File: src/rtl/mat_store.sv
// Matrix writer: lays down a header word for rows, a header word for cols, then the
// row-major 32-bit elements, through a single vmem write port fed by a valid/ready stream.
module mat_store #(
  parameter int MAX_DIM = 16,
  parameter int CNT_W   = 8
) (
  input  logic        clk,
  input  logic        reset,
  input  logic        start,
  input  logic [31:0] base_addr,
  input  logic [31:0] rows,
  input  logic [31:0] cols,
  input  logic        in_valid,
  input  logic [31:0] in_data,
  output logic        in_ready,
  output logic        mem_we,
  output logic [31:0] mem_addr,
  output logic [31:0] mem_wd,
  output logic        busy,
  output logic        done,
  output logic        err,
  output logic [2:0]  dbg_state_o
);

  // Handshake: an element transfers on a rising edge where in_valid & in_ready are both
  // high; in_ready depends only on state, never on in_valid.

  typedef enum logic [2:0] {
    S_IDLE  = 3'd0,
    S_HDR_R = 3'd1,
    S_HDR_C = 3'd2,
    S_DATA  = 3'd3,
    S_DONE  = 3'd4,
    S_ERR   = 3'd5
  } state_t;

  localparam logic [CNT_W-1:0] ONE = CNT_W'(1);
  localparam int IDX_W = 2 * CNT_W;

  state_t           state_q, state_d;
  logic [31:0]      base_q, base_d;
  logic [CNT_W-1:0] rows_q, rows_d;
  logic [CNT_W-1:0] cols_q, cols_d;
  logic [CNT_W-1:0] r_q, r_d;
  logic [CNT_W-1:0] c_q, c_d;

  logic             dims_ok;
  logic [IDX_W-1:0] elem_idx;
  logic [31:0]      elem_addr;
  logic             last_col;
  logic             last_row;

  assign dims_ok = (rows >= 32'd1) && (rows <= 32'(MAX_DIM)) &&
                   (cols >= 32'd1) && (cols <= 32'(MAX_DIM));

  // Element offset in words; all address arithmetic wraps modulo 2^32.
  assign elem_idx  = IDX_W'(r_q) * IDX_W'(cols_q) + IDX_W'(c_q);
  assign elem_addr = base_q + 32'd8 + (32'(elem_idx) << 2);

  assign last_col = (c_q == cols_q - ONE);
  assign last_row = (r_q == rows_q - ONE);

  always_ff @(posedge clk or negedge reset) begin
    if (!reset) begin
      state_q <= S_IDLE;
      base_q  <= '0;
      rows_q  <= '0;
      cols_q  <= '0;
      r_q     <= '0;
      c_q     <= '0;
    end else begin
      state_q <= state_d;
      base_q  <= base_d;
      rows_q  <= rows_d;
      cols_q  <= cols_d;
      r_q     <= r_d;
      c_q     <= c_d;
    end
  end

  always_comb begin
    state_d  = state_q;
    base_d   = base_q;
    rows_d   = rows_q;
    cols_d   = cols_q;
    r_d      = r_q;
    c_d      = c_q;
    in_ready = 1'b0;
    mem_we   = 1'b0;
    mem_addr = '0;
    mem_wd   = '0;
    done     = 1'b0;
    err      = 1'b0;

    case (state_q)
      S_IDLE: begin
        if (start) begin
          if (dims_ok) begin
            base_d  = base_addr;
            rows_d  = rows[CNT_W-1:0];
            cols_d  = cols[CNT_W-1:0];
            r_d     = '0;
            c_d     = '0;
            state_d = S_HDR_R;
          end else begin
            state_d = S_ERR;
          end
        end
      end
      S_HDR_R: begin
        mem_we   = 1'b1;
        mem_addr = base_q;
        mem_wd   = 32'(rows_q);
        state_d  = S_HDR_C;
      end
      S_HDR_C: begin
        mem_we   = 1'b1;
        mem_addr = base_q + 32'd4;
        mem_wd   = 32'(cols_q);
        state_d  = S_DATA;
      end
      S_DATA: begin
        in_ready = 1'b1;
        mem_we   = in_valid;
        mem_addr = elem_addr;
        mem_wd   = in_data;
        if (in_valid) begin
          if (last_col) begin
            c_d = '0;
            r_d = r_q + ONE;
            if (last_row) state_d = S_DONE;
          end else begin
            c_d = c_q + ONE;
          end
        end
      end
      S_DONE: begin
        done    = 1'b1;
        state_d = S_IDLE;
      end
      S_ERR: begin
        err     = 1'b1;
        state_d = S_IDLE;
      end
      default: state_d = S_IDLE;
    endcase
  end

  assign busy        = (state_q != S_IDLE);
  assign dbg_state_o = state_q;

endmodule

File: config.mk
export PLATFORM = sky130hd
export DESIGN_NAME = mat_store
export DESIGN_NICKNAME = d
export VERILOG_FILES = /design/src/rtl/mat_store.sv
export SDC_FILE = /design/constraint.sdc
export NUM_CORES = 1
export LEC_CHECK = 0
export ABC_CLOCK_PERIOD_IN_PS = 11600
export CAP_MARGIN = 20
export CORE_ASPECT_RATIO = 0.75
export CORE_MARGIN = 1
export CORE_UTILIZATION = 56
export CTS_CLUSTER_SIZE = 10
export DETAILED_ROUTE_END_ITERATION = 7
export MAX_ROUTING_LAYER = met4
export PLACE_DENSITY = 0.94
export RECOVER_POWER = 25
export SYNTH_ARGS = -nofsm -noshare
export SYNTH_HDL_FRONTEND = slang
export SYNTH_SLANG_ARGS = --single-unit
File: constraint.sdc
create_clock -name clk -period 11.6 [get_ports clk]
set_input_delay 2.32 -clock clk [delete_from_list [all_inputs] [get_ports clk]]
set_output_delay 2.32 -clock clk [all_outputs]
set_load 0.01 [all_outputs]
==> Word level (Yosys, flattened, before mapping) <==
Cells that the tools add are included.
W data, S select, Z words.
{ "classes": {"addsub": 8, "n_mul": 1, "n_lt_le_gt_ge": 4, "eq_ne": 12, "mux": 20, "n_reduce_logical": 11} }
{ "op_table": {"columns": ["cell", "count"], "rows": [
  ["$pmux W32 S3", 2],
  ["$ge A32 B1 Y1 const B", 2],
  ["$le A32 B5 Y1 const B", 2],
  ["$mux W8", 6],
  ["$add A32 B18 Y32", 1],
  ["$add A32 B3 Y32 const B", 1],
  ["$add A32 B4 Y32 const B", 1],
  ["$pmux W8 S2", 2],
  ["$add A16 B8 Y16", 1],
  ["$add A8 B1 Y8 const B", 2],
  ["$eq A8 B8 Y1", 2],
  ["$mul A8 B8 Y16", 1],
  ["$sub A8 B1 Y8 const B", 2],
  ["$mux W3", 5],
  ["$pmux W3 S4", 1],
  ["$ne A2 B2 Y1 const B", 5],
  ["$reduce_and A4 Y1", 2],
  ["$eq A3 B2 Y1 const B", 2],
  ["$eq A3 B3 Y1 const B", 2],
  ["$reduce_and A5 Y1", 1],
  ["$eq A3 B1 Y1 const B", 1],
  ["$logic_and A1 B1 Y1", 3],
  ["$logic_not A3 Y1", 1],
  ["$mux W1", 3],
  ["other kinds (5)", 5]
]} }
{ "totals": {"register_bits": 67, "input_bits": 132, "out_inout_bits": 72, "elab_cells": 62} }

==> Logic depth before layout (Yosys ltp) <==
Gate-level depths: netlist of the first run.
{ "logic_depth": {"word_depth": 7, "ltp_mapped": 27, "ltp_nobuf": 26} }

==> Worst setup path after synthesis of the first run <==
No wires, ideal clock.
{ "synth_path": {"path_type": "register -> output", "startpoint": "reg cols_q[1]", "endpoint": "out mem_addr[29]", "arrival_ns": 6.206, "slack_ns": 3.074, "stages_incl_launch_ff": 27, "path_buffers": 1, "path_cell_list": "dfrtp_1 clkbuf_1 nand2_1 fa_1 inv_1 fa_1 ha_1 inv_1 fa_1 inv_1 fa_1 a211oi_1 o21ai_0 a31oi_1 nor2b_1 o21ai_0 nor2b_1 xnor2_1 ha_1 ha_1 and3_1 a221o_1 nor2_1 a211oi_2 nand4_1 xor2_1 o21ai_1"} }
{ "synth_via": {"elab_chain_cells": 4} }
{ "synth_lines": {"columns": ["element", "line", "source"], "rows": [
  ["start, declared", "43", "logic [CNT_W-1:0] cols_q, cols_d;"],
  ["start signal, assigned", "75", "cols_q <= cols_d;"],
  ["$mul A8 B8 Y16", "57", "assign elem_idx = IDX_W'(r_q) * IDX_W'(cols_q) + IDX_W'(c_q);"],
  ["$add A16 B8 Y16", "57", null],
  ["$add A32 B18 Y32", "58", "assign elem_addr = base_q + 32'd8 + (32'(elem_idx) << 2);"],
  ["$pmux W32 S3", "95", "case (state_q)"],
  ["end, declared", "17", "output logic [31:0] mem_addr,"]
]} }
Every way passes these cells.

==> Worst setup path in the final report of the first run <==
Ends and elaborated chain as after synthesis.

==> impl_metrics.tcl, run 1 <==
set metrics [dict create \
    status "complete, but fails checks" \
    violations "capacitance limit, slew limit" \
    hold_ws_ps 501 \
    numCtsBuffers 9 \
    grt.overflow.total 0 \
    drc 0 \
    drtIter0Drc 1347 \
    drive_gt1_share_pct 7.04 \
    synth-seq-cells 67 \
    netlist_area_mm2 0.00856 \
    ys.flop_type "dfrtp_1" \
    dr.pass1.iters 6 \
    num_io_pins 204 \
    cts.sink_count 67 \
    synth_fp_nets 1274 \
    dp.cells 1377 \
    fp-row-count 38 \
    hold_path.startpoint "base_q[1]" \
    dp_hpwl_um 21000 \
    syn_inst 1024 \
    routed_wl_um 28700 \
    vias 9123 \
    holdPathStages 1 \
    final_common_cell "clkdlybuf4s50_1" \
    cp_top_family "adder cells" \
    max_stage_delay_ps 760 \
    min_to "base_q[1]" \
    synthAdderAreaFrac_pct 21.2 \
    cts-root-buf "clkbuf_16" \
    die_h_um 109 \
    floorplan.initialDensity_pct 58.3 \
    synth_edf_count 0 \
    finalSetupTns_ps 0 \
    max_cap_viol_count 1 \
    peakVddDrop_mv 0.0732 \
    skew_ps 11.4 \
    grt_setup_unrepaired "false" \
    async_flop_share_pct 100 \
    fin_cells 1393 \
    relSlewSlack_pct -150 \
    post-cts-setup-buffer-count 0 \
    worst_r2r_path_depth 9 \
    hold_class "reg -> reg" \
    slowest_stage "a211oi_2" \
    worstSetupEndpointType "primary output" \
    fillerInstances 880 \
    arrival_ps 8090 \
    hold_violations 0 \
    p_per_area_mw_per_mm2 74.8 \
    io_buffer_count 203 \
    synth-compound-area-share_pct 15.2 \
    grt_pass1_vias 8788 \
    core_area_mm2 0.0147 \
    synth_top_family_by_area "simple AND/OR/NAND/NOR gates" \
    r2r_setup_slack_ps 8020 \
    syn_to_final_growth_pct 27.9 \
    p_leak_uw 0.00516 \
    synthMuxAreaShare_pct 7.99 \
    setup_viol 0 \
    cp_num_buf_inv 4 \
    drv_slew 68 \
    die-area_mm2 0.0158 \
    layout_common_cells "clkdlybuf4s50_1, inv_1, nand2_1" \
    layout.nets 1438 \
    worstSkewPairLatency_ps 350 \
    ant_nets 0 \
    synth-seq-area-share_pct 19.6 \
    diodes 0 \
    cts_tree "done" \
    path_depth 27 \
    viasPerCell 6.55 \
    grt_max_degree 70 \
    critPathRequiredTime_ps 9280 \
    synth_cell_types 68 \
    period_minus_slack_ps 10410 \
    cts.hold.buffers_added 0 \
    grt_pass1_wl_um 44500 \
    synth.avg_cell_area_um2 8.36 \
    rr_endpoint "c_q[0]" \
    path_clk_slew_ps 60 \
    path_class "reg -> out" \
    wl_per_cell_um 20.6 \
    crit_path_start_kind "flip-flop" \
    timing.final.crit_share_pct 89.7 \
    crit_fanout 15 \
    grt_antenna_before_repair 0 \
    fp.dieW_um 145 \
    worst-slew-pin-transition_ps 3750 \
    synth-simple-area-share_pct 23.4 \
    grt_use_total_pct 38.2 \
    max_freq_ghz 0.0961 \
    cp_common_cell "ha_1" \
    htreeDepth 3 \
    clock_path_buffers 2 \
    ys_warn_count 0 \
    cts.repair.resized 0 \
    synth-xor-area-share_pct 6.14 \
    r2r-start "cols_q[0]" \
    gp_congestion 0.940 \
]
-- logic make-up after synthesis --
family | Yosys count
AND/OR/NAND/NOR | 379
AO/OA/AOI/OAI | 195
buffers and inverters | 143
adder cells (fa/ha/maj) | 118
flip-flops | 67
multiplexers | 62
XOR/XNOR | 60
-- through the flow --
stage / util, % / power [µW] / setup slack, ps / area (µm²)
6_report: 74.5 / 819 / 1190 / 11000
5_1_grt: 74.5 / 850 / 873 / 11000
4_1_cts: 74.6 / 809 / 1440 / 11000
3_5_place_dp: 72.6 / 538 / 1830 / 10700
3_3_place_gp: 72.6 / 527 / 2170 / 10700
2_1_floorplan: - / 407 / 3070 / 8560
-- final cells by class --
cell class / count / area, µm² / share of cell area [%]
multi-input combinational: 814 / 6340 / 57.9
timing repair buffer: 211 / 2080 / 19.0
sequential: 67 / 1680 / 15.3
inverter: 85 / 319 / 2.91
clock buffer: 13 / 260 / 2.38
tap: 200 / 250 / 2.29
clock inverter: 3 / 23.8 / 0.217
-- cell usage after synthesis, drive strengths merged, types with 10 or more instances --
master / number / area (µm²)
nor4: 25 / 171
o21ai: 63 / 315
inv: 85 / 319
nand3: 25 / 125
xor2: 29 / 254
nor3: 15 / 75.1
a22oi: 18 / 135
a211oi: 10 / 80.1
dfrtp: 67 / 1680
and3: 47 / 294
nor2b: 10 / 62.6
nor2: 61 / 231
xnor2: 31 / 272
fa: 45 / 901
buf: 11 / 55.1
clkbuf: 47 / 176
ha: 73 / 913
nand4: 16 / 100
mux2: 51 / 574
and2: 61 / 382
mux2i: 11 / 110
nand2b: 10 / 62.6
nand2: 86 / 325
a21o: 11 / 82.6
a21oi: 30 / 150
-- worst register-to-register path: cells and delay by family, from the launching register on --
| kind | cells | cell delay, ps |
|---|---|---|
| AOI/OAI and AO/OA | 4 | 1490 |
| buffers and inverters | 1 | 150 |
| adders and majority gates | 1 | 350 |
| DFF | 1 | 660 |
| and+or+nand+nor | 2 | 510 |
| muxes | 1 | 310 |
-- power by group --
group	leakage, µW	switching, µW	internal (µW)
combinational	0.00413	133	147
sequential	0.000900	19.8	243
clock	0.000132	118	157
-- state kept, by name (all words and copies together), names as in the netlist --
name and count:
cols_q 8, base_q 32, r_q 8, dbg_state_o 3
rows_q 8, c_q 8
-- routing by layer --
layer  track usage (%)  part of all wire (%)  up-vias
met3              8.21                    11      176
met1              46.3                    37     4237
li1                  -                     -     3942
met5                 -                     0        -
met4              21.7                   5.8        0
met2              59.1                    46      768
-- worst max-delay path by stage --
stage	startpoint	to	slack, ps
6_report	cols_q[1]	mem_addr[29]	1190
4_1_cts	cols_q[1]	mem_addr[29]	1440
2_1_floorplan	cols_q[1]	mem_addr[29]	3070
3_5_place_dp	r_q[5]	mem_addr[29]	1830
5_1_grt	r_q[5]	mem_addr[29]	870
3_3_place_gp	cols_q[1]	mem_addr[29]	2170
Power figures use the tool's default switching activity.
==> run 2, diff against run 1 <==
Settings changed: SETUP_SLACK_MARGIN from default to 0.3.
==> results of run 2 <==
Final layout, timing and power as in run 1 (identical DEF).
